==> src/rtl/ram_pkg.sv <==
// Shared types and sizing helpers for the ram_sync_clr memory block.
package ram_pkg;

  typedef enum logic {
    ST_CLEAR = 1'b0,
    ST_IDLE  = 1'b1
  } state_t;

  function automatic int nlanes(input int data_w, input int lane_w);
    return data_w / lane_w;
  endfunction

  // Bits needed to index v entries; at least 1 so a single-word RAM still has a pointer.
  function automatic int clog2(input int v);
    int r;
    r = 0;
    while ((1 << r) < v) r++;
    return (r < 1) ? 1 : r;
  endfunction

endpackage

==> src/rtl/edge_rise.sv <==
// One-cycle pulse on each rising edge of d; used for button-driven strobes.
module edge_rise (
  input  logic clk,
  input  logic reset,
  input  logic d,
  output logic q_pulse
);

  logic d_q;

  always_ff @(posedge clk) begin
    if (reset) d_q <= 1'b0;
    else       d_q <= d;
  end

  assign q_pulse = d & ~d_q;

endmodule

==> src/rtl/ram_sync_clr.sv <==
// Single-port synchronous RAM with byte-lane writes, registered read and a hardware clear engine.
//   state    | meaning
//   ST_CLEAR | zeroing mem[clr_ptr] each cycle, accesses ignored, busy=1
//   ST_IDLE  | normal read/write, clr_req starts a new clear
module ram_sync_clr
  import ram_pkg::*;
#(
  parameter int DATA_W  = 16,
  parameter int ADDR_W  = 8,
  parameter int DEPTH   = 256,
  parameter int LANE_W  = 8,
  parameter bit WE_EDGE = 1'b1
) (
  input  logic                                  clk,
  input  logic                                  reset,
  input  logic [ADDR_W-1:0]                     addr,
  input  logic [DATA_W-1:0]                     din,
  input  logic                                  we,
  input  logic [nlanes(DATA_W, LANE_W)-1:0]     be,
  input  logic                                  clr_req,
  output logic [DATA_W-1:0]                     dout,
  output logic                                  dout_valid,
  output logic                                  err,
  output logic                                  busy
);

  localparam int NLANES = nlanes(DATA_W, LANE_W);
  localparam int PTR_W  = clog2(DEPTH);

  logic [DATA_W-1:0] mem [DEPTH];

  state_t            state;
  logic [PTR_W-1:0]  clr_ptr;
  logic              wr;
  logic              in_range;
  logic              wr_idle;
  logic [DATA_W-1:0] old_word;
  logic [DATA_W-1:0] merged;
  logic              mem_we;
  logic [ADDR_W-1:0] mem_addr;
  logic [DATA_W-1:0] mem_wdata;

  // A rising edge that lands while busy is consumed by edge_rise, not queued.
  generate
    if (WE_EDGE) begin : g_edge
      edge_rise u_we_edge (
        .clk     (clk),
        .reset   (reset),
        .d       (we),
        .q_pulse (wr)
      );
    end else begin : g_level
      assign wr = we;
    end
  endgenerate

  assign busy     = (state == ST_CLEAR);
  assign in_range = ({1'b0, addr} < (ADDR_W + 1)'(DEPTH));
  assign old_word = mem[addr];
  assign wr_idle  = !busy && wr && in_range && !clr_req;

  always_comb begin
    merged = old_word;
    for (int i = 0; i < NLANES; i++) begin
      if (be[i]) merged[i*LANE_W +: LANE_W] = din[i*LANE_W +: LANE_W];
    end
  end

  // Reset blocks the array write so an in-flight write never lands.
  always_comb begin
    mem_we    = !reset && (busy || wr_idle);
    mem_addr  = busy ? ADDR_W'(clr_ptr) : addr;
    mem_wdata = busy ? '0 : merged;
  end

  always_ff @(posedge clk) begin
    if (mem_we) mem[mem_addr] <= mem_wdata;
  end

  always_ff @(posedge clk) begin
    if (reset) begin
      state      <= ST_CLEAR;
      clr_ptr    <= '0;
      dout       <= '0;
      dout_valid <= 1'b0;
      err        <= 1'b0;
    end else begin
      case (state)
        ST_CLEAR: begin
          dout       <= '0;
          dout_valid <= 1'b0;
          err        <= 1'b0;
          if (clr_ptr == PTR_W'(DEPTH - 1)) begin
            state   <= ST_IDLE;
            clr_ptr <= '0;
          end else begin
            clr_ptr <= clr_ptr + 1'b1;
          end
        end
        default: begin
          if (clr_req) begin
            state      <= ST_CLEAR;
            clr_ptr    <= '0;
            dout       <= '0;
            dout_valid <= 1'b0;
            err        <= 1'b0;
          end else if (in_range) begin
            dout       <= wr ? merged : old_word;
            dout_valid <= 1'b1;
            err        <= 1'b0;
          end else begin
            dout       <= '0;
            dout_valid <= 1'b0;
            err        <= 1'b1;
          end
        end
      endcase
    end
  end

endmodule

==> config.mk <==
export PLATFORM = sky130hd
export DESIGN_NAME = ram_sync_clr
export DESIGN_NICKNAME = d
export VERILOG_FILES = /design/src/rtl/ram_pkg.sv /design/src/rtl/edge_rise.sv /design/src/rtl/ram_sync_clr.sv
export SDC_FILE = /design/constraint.sdc
export NUM_CORES = 2
export LEC_CHECK = 0
export ABC_AREA = 1
export ABC_CLOCK_PERIOD_IN_PS = 12500
export BUFFER_PORTS_ARGS = -buffer_cell sky130_fd_sc_hd__buf_2
export CAP_MARGIN = 25
export CORE_MARGIN = 2
export CORE_UTILIZATION = 35
export CTS_CLUSTER_DIAMETER = 50
export DETAILED_ROUTE_END_ITERATION = 7
export HOLD_SLACK_MARGIN = 0.05
export PLACE_DENSITY = 0.49
export SKIP_CTS_REPAIR_TIMING = 1
export SYNTH_ARGS = -nofsm -noshare
export SYNTH_HDL_FRONTEND = slang
export SYNTH_SLANG_ARGS = --single-unit
==> constraint.sdc <==
create_clock -name clk -period 12.5 [get_ports clk]
set_clock_uncertainty 0.2 [all_clocks]
set_input_delay 2.5 -clock clk [delete_from_list [all_inputs] [get_ports clk]]
set_output_delay 2.5 -clock clk [all_outputs]
set_load 0.05 [all_outputs]
==> impl_results.md <==
- Outcome: finished, final reports clean
- Worst Path Max Fanout: 102
- Vias in the first global route: 101000
- TNS Setup: 0 ps
- Fmax: 130 MHz
- Clock latency on the worst-skew pair: 1030 ps
- Design Area, Final: 189000 um2
- Worst IR Drop VDD: 0.000123 V
- CTS tree: built
- Critical Path Most Common Cell: nand3_1
- Slew Limit Fails: 0
- Worst EP required: 12950 ps
- H-tree depth: 5
- Starting Density: 35.2%
- Grt ovf: 0
- Largest net degree at the start of global routing: 190
- Power, Total: 30.3 mW
- Syn_nets: 13800
- Port bufs: 47
- Syn Area/Cell: 12.0 um2
- Layout area overhead: 14.4%
- Multi-input logic area: 38000 um2
- Reg area: 124000 um2
- Unrepaired setup endpoints after global routing: no
- Placed cell area: 174000 um2
- Yosys top cell by area: edfxtp_1
- Cell Area, Synth: 166000 um2
- Reg2reg end: mem[164][12]
- Delay-heaviest family, CP: buffers and inverters
- Critical path's slowest cell: buf_4
- Antenna viol nets, final: 0
- Antenna violations before repair: 22
- Startpoint types: input port
- Final core occ: 40.2%
- Worst-margin pin slew: 1470 ps
- Fillers: 44600
- Residual DRC count: 0
- Crit path time final: 7710 ps
- Sequential area share after synthesis: 74.6%
- Setup CP Type: in -> reg
- Final Wtd Congestion: 0.858
- Initial drt markers: 12400
- R2r startpoint: state
- Dpl hpwl: 285000 um
- Hold Vio Cnt, Final: 0
- DR WL/cell: 25.9 um
- Cells on worst reg2reg path: 9
- Yosys cell types: 27
- CP cell instances: buf_12 > buf_4 > buf_4 > nand2_1 > nand3_1 > nand3_1 > nand3_1 > nand3_1 > nand3_1 > nand3_1 > nand3_1 > nand3_1 > a21oi_4 > buf_4 > buf_4
- Nets: 13800
- Num rows: 252
- LEAKAGE: 67.0 nW
- Hold depth: 2
- Final std cells w/o fill: 20400
- Setup crit end kind: flip-flop
- Clk slew on worst S/H paths: 60 ps
- Global-route wire length before repair: 754000 um
- CORE AREA: 471000 um2
- Worst-case register-to-register setup slack: 7380 ps
- Worst Min Path Start: clr_ptr[0]
- Final worst-path cycle share: 61.6%
- Proportion of layout cells with a drive suffix above 1: 9.03%
- Max Root-Sink Buffers: 4
- Synth warnings: 0
- # IOs: 49
- Area of the die: 479000 um2
- Final setup violating endpoints: 0
- DRT Pass-1 Iters: 8
- Synth Register Bits: 4123
- Main area contributors after synthesis: edfxtp_1, nand3_1, nand2_1, buf_2, clkbuf_1
- Hold EP: clr_ptr[0]
- Slew margin rel.: 2.32%
- Number of max-cap violations: 0
- Tot GR Track Use: 21.4%
- Clock sink count: 4123
- Die width: 692 um
- Cells after Synth: 13800
- CP arrival: 8160 ps
- Clock tree root driver cell: clkbuf_16
- P per Cell Area: 160 nW/um2
- Via count: 108000
- Crit path from: addr[0]
- Cells after DPL: 19500
- TritonCTS Buffers: 470
- WL final: 529000 um
- Yosys top cell area share: 74.3%
- Via density: 5.31
- Worst path max stage delay: 730 ps
- Die height: 692 um
- Hold Crit Class: reg -> reg
- Buf/Inv on CP: 5
## how the worst max path moves through the flow
| stage | slack (ps) | depth (start not counted) | to |
|---|---|---|---|
| after CTS | 5010 | 15 | mem[56][3] |
| after global routing | 4710 | 15 | mem[232][0] |
| after global placement | 4000 | 15 | mem[244][12] |
| after detailed placement | 3960 | 15 | mem[58][3] |
| final | 4790 | 15 | mem[38][2] |
| after floorplan | 10 | 12 | mem[0][8] |
## metal layers
layer | up-vias | GRT usage [%] | wire length (um)
met1 | 54500 | 31.2 | 236000
met2 | 3967 | 32.6 | 237000
met3 | 667 | 4.21 | 42100
li1 | 49300 | - | -
met4 | 2 | 5.50 | 13600
met5 | - | 0 | 13
## stage by stage
stage / hold WS [ps] / setup WS (ps)
floorplan: 287 / 13.9
global placement: 316 / 4000
detailed placement: 328 / 3960
CTS: 337 / 5010
global route: 381 / 4710
finish: 339 / 4790
## Yosys cell counts (all sizes together)
cell type and count:
nand2 4192, nand3 4098, edfxtp 4096, buf 650, clkbuf 297, nor2 280
inv 52, a21oi 37, dfxtp 27, o21ai 10, nor3 7, clkinv 2
o22ai 2, o32ai 2, conb 1, ha 1, nand4 1, xor2 1
## worst min-delay path, cell delays in order (launching register included)
cell and delay, ps:
dfxtp_1 330, inv_1 90, a21oi_1 70
## where the power goes
part | leakage [nW] | internal (mW) | switching, mW | total (mW)
sequential | 38.7 | 15.0 | 0.0132 | 15.0
clock | 7.42 | 7.90 | 5.72 | 13.6
combinational | 20.9 | 0.386 | 1.30 | 1.68
total | 67.0 | 23.3 | 7.03 | 30.3
## layout make-up
class                      count  area share (%)
multi-input combinational   8632            20.1
tap                         6223            4.11
clock buffer                 587            6.62
sequential                  4123            65.2
timing repair buffer         514            2.38
antenna                       11          0.0145
clock inverter               293            1.46
inverter                      54           0.126
## sequential cells by signal (all words and copies together), names as in the netlist
| register | flops |
|---|---|
| mem | 4096 |
| clr_ptr | 8 |
| state | 1 |
| dout | 16 |
| dout_valid | 1 |
| g_edge.u_we_edge.d_q | 1 |
## logic make-up (layout without fill, tap and decap cells)
logic type      after synthesis  after routing  share of synthesized area (%)
xor+xnor                      1              1                        0.00529
other cells                   1             12                        0.00226
compound gates               51             51                          0.169
flops                      4123           4123                           74.6
buf+inv                    1001           1448                           2.67
simple gates               8578           8578                           22.6
fa+ha+maj                     1              1                        0.00755
## placed cells by master, fill, tap and decap left out, types with 5 or more instances in the layout
cell        count
a21oi_1        20
a21oi_4        17
buf_12         51
buf_2          42
buf_4         410
buf_8           5
bufinv_16      38
clkbuf_1       94
clkbuf_16     479
clkbuf_8       14
clkinv_1       88
clkinv_16       5
clkinv_2       85
clkinv_4       17
clkinvlp_4     32
dfxtp_1        27
diode_2        11
edfxtp_1     4096
inv_1          46
inv_6          21
inv_8           6
nand2_1      4176
nand2_4        16
nand3_1      4098
nor2_1        254
nor2_2         25
o21ai_0         9
(Power assumes the default switching activity.)
